## src/rtl/meter_timer_ctrl.sv

```systemverilog
// Parking-meter countdown: saturating 0..9999 s counter with add pulses, preset
// switches, a 1 s prescaler, BCD readout and blink control for the display.
module meter_timer_ctrl #(
  parameter int TICK_CYCLES = 100_000_000,  // even, >= 4
  parameter int ADD_U       = 10,
  parameter int ADD_L       = 180,
  parameter int ADD_R       = 200,
  parameter int ADD_D       = 550,
  parameter int PRESET0     = 15,
  parameter int PRESET1     = 185
) (
  input  logic        clk,
  input  logic        reset,
  input  logic        pulse_btnu,
  input  logic        pulse_btnl,
  input  logic        pulse_btnr,
  input  logic        pulse_btnd,
  input  logic        sw0,
  input  logic        sw1,
  output logic [15:0] time_bcd,
  output logic        disp_on,
  output logic        expired,
  output logic        tick
);

  localparam int PW = (TICK_CYCLES > 2) ? $clog2(TICK_CYCLES) : 1;
  localparam logic [PW-1:0] PRE_LAST = PW'(TICK_CYCLES - 1);
  localparam logic [PW-1:0] PRE_HALF = PW'(TICK_CYCLES / 2);
  localparam logic [14:0]   CNT_MAX  = 15'd9999;
  localparam logic [13:0]   BLINK_SLOW_BELOW = 14'd200;

  logic [13:0]   cnt, cnt_next;
  logic [PW-1:0] prescaler, prescaler_next;
  logic          parity, parity_next;

  logic [14:0] add_sum;
  logic [14:0] raw_sum;
  logic [14:0] sat_sum;

  function automatic logic [15:0] bin_to_bcd(input logic [13:0] bin);
    logic [15:0] bcd;
    bcd = '0;
    // Shift-and-add-3: any digit >= 5 is corrected before it is doubled.
    for (int i = 13; i >= 0; i--) begin
      for (int d = 0; d < 4; d++) begin
        if (bcd[d*4 +: 4] >= 4'd5) bcd[d*4 +: 4] = bcd[d*4 +: 4] + 4'd3;
      end
      bcd = {bcd[14:0], bin[i]};
    end
    return bcd;
  endfunction

  // State register
  always_ff @(posedge clk) begin
    // NOTE: sequential state uses non-blocking assignments so every register
    // samples the pre-edge values regardless of statement order.
    if (reset) begin
      cnt       <= '0;
      prescaler <= '0;
      parity    <= 1'b0;
    end else begin
      cnt       <= cnt_next;
      prescaler <= prescaler_next;
      parity    <= parity_next;
    end
  end

  assign tick = (prescaler == PRE_LAST);

  // Add path is 15 bits wide so 9999 + 940 cannot wrap before saturation.
  always_comb begin
    add_sum = (pulse_btnu ? 15'(ADD_U) : 15'd0)
            + (pulse_btnl ? 15'(ADD_L) : 15'd0)
            + (pulse_btnr ? 15'(ADD_R) : 15'd0)
            + (pulse_btnd ? 15'(ADD_D) : 15'd0);
    raw_sum = {1'b0, cnt} + add_sum;
    sat_sum = (raw_sum > CNT_MAX) ? CNT_MAX : raw_sum;
  end

  // Next-state logic
  always_comb begin
    // NOTE: every output of this block is assigned up front so no path leaves
    // a variable unassigned, which would otherwise infer a latch.
    cnt_next       = cnt;
    prescaler_next = prescaler;
    parity_next    = parity;

    if (sw0) begin
      cnt_next       = 14'(PRESET0);
      prescaler_next = '0;
      parity_next    = 1'b0;
    end else if (sw1) begin
      cnt_next       = 14'(PRESET1);
      prescaler_next = '0;
      parity_next    = 1'b0;
    end else begin
      cnt_next       = (tick && sat_sum != 15'd0) ? 14'(sat_sum - 15'd1) : sat_sum[13:0];
      prescaler_next = tick ? '0 : prescaler + PW'(1);
      parity_next    = parity ^ tick;
    end
  end

  // Output decode
  always_comb begin
    time_bcd = bin_to_bcd(cnt);
    expired  = (cnt == 14'd0);
    disp_on  = 1'b1;
    if (cnt == 14'd0)                disp_on = (prescaler < PRE_HALF);
    else if (cnt < BLINK_SLOW_BELOW) disp_on = ~parity;
  end

endmodule

```

## config.mk

```make
export PLATFORM = sky130hd
export DESIGN_NAME = meter_timer_ctrl
export DESIGN_NICKNAME = d
export VERILOG_FILES = /design/src/rtl/meter_timer_ctrl.sv
export SDC_FILE = /design/constraint.sdc
export NUM_CORES = 1
export LEC_CHECK = 0
export BUFFER_PORTS_ARGS = -buffer_cell sky130_fd_sc_hd__buf_4
export CELL_PAD_IN_SITES_DETAIL_PLACEMENT = 0
export CELL_PAD_IN_SITES_GLOBAL_PLACEMENT = 2
export CORE_MARGIN = 8
export CORE_UTILIZATION = 35
export DETAILED_ROUTE_END_ITERATION = 10
export PLACE_DENSITY_LB_ADDON = 0.05
export SYNTH_ARGS = -nofsm -noshare
export SYNTH_HDL_FRONTEND = slang
export SYNTH_SLANG_ARGS = --single-unit
```

## constraint.sdc

```tcl
create_clock -name clk -period 19.35 [get_ports clk]
set_input_delay 3.87 -clock clk [delete_from_list [all_inputs] [get_ports clk]]
set_output_delay 3.87 -clock clk [all_outputs]
set_load 0.05 [all_outputs]
```

==> out/qor.csv <==
stage,metric,value,unit
synth,ys.flop_type,dfxtp_1,
synth,synth_edf_count,0,
floorplan,die_y,151,um
cells_and_area,final_layout_size_suffix_gt1_frac,0.122,
timing,finalHoldViolations,0,
clock_network,cts_tree,yes,
clock_network,cts-root-buf,clkbuf_16,
critical_path,r2r-end,cnt[7],
synth,synth_area_leaders,"dfxtp_1 (13%), ha_1 (6.7%), nand2_1 (5.3%), a21oi_1 (5.0%), nor2_1 (4.6%)",
outcome,outcome,completed,
min_path,min_path_cells,1,
synth,ys_ff_latch,42,
synth,syn_area,6350,um^2
place,dp_hpwl,13700,um
critical_path,worst-path-buf-inv,6,
routing,viasPerCell,5.82,
routing,drt_iter0_markers,455,
critical_path,crit_family,compound AO/OA/AOI/OAI gates,
min_path,hold_path_class,register to register,
cells_and_area,nNetsFinal,908,
timing,fin_crit_sh,0.763,
critical_path,reg2reg_depth,24,
synth,ys_warn_count,0,
clock_network,cts_resized,0,
critical_path,arrival,10.89,ns
pwr,leakagePower,0.00255,uW
job,timing.max_cap.violations,0,
routing,post_drt_wl_per_cell,16.5,um
pwr,irDropWorstVdd,0.145,mV
floorplan,dieWidth,151,um
critical_path,cpMostUsedCell,ha_1,
clock_network,post_cts_buffers,0,
timing,fin_setup_tns,0,ns
synth,synthCells,862,
synth,synth_cell_types,111,
timing,maxSlewViolCount,0,
cells_and_area,final_area,6830,um^2
critical_path,cp_max_fo,16,
pwr,power_density,61.3,nW/um^2
global_routing,antenna_found_initial,0,
critical_path,critPathRequiredTime,15.48,ns
timing,rsz0062_at_grt,false,
floorplan,start_util,0.355,
critical_path,endpoint_kind,output pin,
routing,drc_errors,0,
min_path,worstHoldStart,prescaler[0],
synth,synth_largest_area_cell,dfxtp_1,
clock_network,clockBufferDepth,2,
floorplan,die_area,22700,um^2
critical_path,critPathSlowestCell,xnor2_1,
timing,fmax,0.0677,GHz
synth,yosysSeqAreaShare,0.132,
routing,final_antenna_net_count,0,
global_routing,track_usage,0.157,
min_path,holdPathEnd,prescaler[0],
synth,synth_top_area_frac,0.132,
clock_network,htree_levels,2,
cells_and_area,diodes,0,
routing,wl,17900,um
critical_path,cp_slowest_stage_delay,0.68,ns
clock_network,ctsHoldBuffers,0,
critical_path,worstSetupStartpointType,register,
place,port_buffers,26,
clock_network,clkTransAtPathRegs,0.06,ns
timing,period_needed,14.76,ns
place,placed_cell_area,6670,um^2
synth,avgSynthCellArea,7.37,um^2
global_routing,grt_pass1_vias,5909,
synth,syn-num-nets,910,
routing,firstDrtPassIters,5,
critical_path,reg2reg_slack,12.38,ns
floorplan,core_area,17900,um^2
timing,skew,0.00447,ns
timing,setup_viol,0,
critical_path,worstSetupPathType,register to output pin,
floorplan,pin_count,27,
critical_path,startpoint,cnt[12],
clock_network,numCtsBuffers,5,
timing,tightest_slew,0.990,ns
cells_and_area,fin_util,0.382,
clock_network,clk_latency,0.28,ns
routing,via_count,6342,
floorplan,core.rowCount,49,
global_routing,grt_max_degree,27,
clock_network,cts.sinks,42,
synth,synthArstFlopShare,0,
global_routing,gr-total-overflow,0,
timing,relSlewSlack,0.338,
critical_path,rr_startpoint,cnt[2],
cells_and_area,area_growth,7.56,%
global_routing,grt_pass1_wl,29800,um
place,gp_congestion,0.796,
==> worst register-to-register path, stage by stage, from the launching register on <==
cell       delay [ns]
dfxtp_1          0.82
fa_1             0.55
ha_1             0.25
fa_1             0.41
a21o_1           0.20
a21oi_1          0.23
o21bai_1         0.11
a21oi_1          0.27
nor2b_1          0.11
o21ai_0          0.22
xor2_1           0.17
a2111oi_0        0.65
o31ai_1          0.15
a221o_1          0.53
nor2b_1          0.26
ha_1             0.22
nor3b_1          0.16
and3_1           0.20
a2111oi_1        0.35
buf_4            0.24
and4b_1          0.31
nand2b_1         0.10
xnor2_1          0.17
a21oi_1          0.09
nor3_1           0.14
==> metal layers <==
| metal | vias to the layer above | track usage | wire (um) |
|---|---|---|---|
| met1 | 3001 | 0.225 | 9120 |
| li1 | 3219 | - | - |
| met4 | 0 | 0.0233 | 82 |
| met3 | 9 | 0.0204 | 576 |
| met5 | - | 0 | 0 |
| met2 | 113 | 0.249 | 8150 |
==> state kept, by name, indices dropped and copies added, names as in the netlist <==
register   cells
prescaler     27
cnt           14
parity         1
==> cell usage in the layout, fill, tap and decap left out, types with 13 or more instances in the layout <==
| cell | Yosys | layout |
|---|---|---|
| nand3_1 | 34 | 34 |
| o22ai_1 | 16 | 16 |
| xor2_1 | 26 | 26 |
| nand2_1 | 90 | 90 |
| ha_1 | 34 | 34 |
| nor3_1 | 23 | 23 |
| and3_1 | 20 | 20 |
| buf_4 | 4 | 30 |
| a211oi_1 | 15 | 15 |
| o21ai_0 | 45 | 45 |
| nor2_1 | 77 | 77 |
| mux2i_1 | 13 | 13 |
| inv_1 | 33 | 33 |
| a21oi_1 | 63 | 63 |
| xnor2_1 | 29 | 29 |
| dfxtp_1 | 42 | 42 |
==> how the worst max path moves through the flow <==
stage | end | slack [ns] | cells after the start
final | time_bcd[14] | 4.59 | 45
after floorplan | time_bcd[14] | 6.33 | 45
after CTS | time_bcd[14] | 4.68 | 45
after detailed placement | time_bcd[14] | 5.01 | 45
after global placement | time_bcd[14] | 5.46 | 45
after global routing | time_bcd[14] | 3.57 | 45
==> stage by stage <==
| step | setup slack [ns] | instances | power, uW | hold WS (ns) |
|---|---|---|---|---|
| floorplan | 6.33 | 862 | 270 | 0.430 |
| global placement | 5.46 | 1082 | 321 | 0.441 |
| detailed placement | 5.01 | 1082 | 325 | 0.455 |
| CTS | 4.68 | 1090 | 422 | 0.469 |
| global route | 3.57 | 1090 | 448 | 0.492 |
| finish | 4.59 | 1090 | 419 | 0.468 |
==> cell type report <==
class                   count  area, um^2
clock buffers               5         125
clock inverters             3        40.0
fillers                  1895       11100
inverters                  38         145
multi-input cells         743        5170
flip-flops and latches     42         841
well taps                 229         287
repair buffers             30         225
==> cell families (layout without fill, tap and decap cells) <==
kind of cell               after synthesis  after routing  synth area share
muxes                                   20             20            0.0361
AOI/OAI and AO/OA                      289            289             0.341
and+or+nand+nor                        336            336             0.264
adders and majority gates               40             40            0.0859
buffers and inverters                   77             76            0.0538
xor gates and xnor gates                58             58            0.0871
DFF                                     42             42             0.132
==> synth_stat cells (5+ instances only) <==
cell	instances
o21ai_1	12
o21ai_0	45
a21oi_1	63
a31oi_1	10
and3_1	20
buf_2	10
xnor2_1	29
nor4_1	10
nand3_1	34
fa_1	6
nor3_1	23
o21a_1	7
clkbuf_1	22
inv_1	33
and2_1	6
xor2_1	26
o21bai_1	8
ha_1	34
o22ai_1	16
nand4_1	12
nand2_1	90
a21o_1	6
nor2b_1	9
nor3b_1	5
o211ai_1	7
o31ai_1	8
a211o_1	5
a211oi_1	15
nand2b_1	9
nor2_2	5
nor2_1	77
mux2i_1	13
dfxtp_1	42
a22oi_1	5
or3_1	9
==> power by group <==
group	switching (uW)	internal, uW	total (uW)
Sequential	8.34	88.5	96.8
Clock	35.1	60.4	95.5
Combinational	146	80.2	227
Total	190	229	419
No activity file was read; power rests on OpenSTA's default activity.
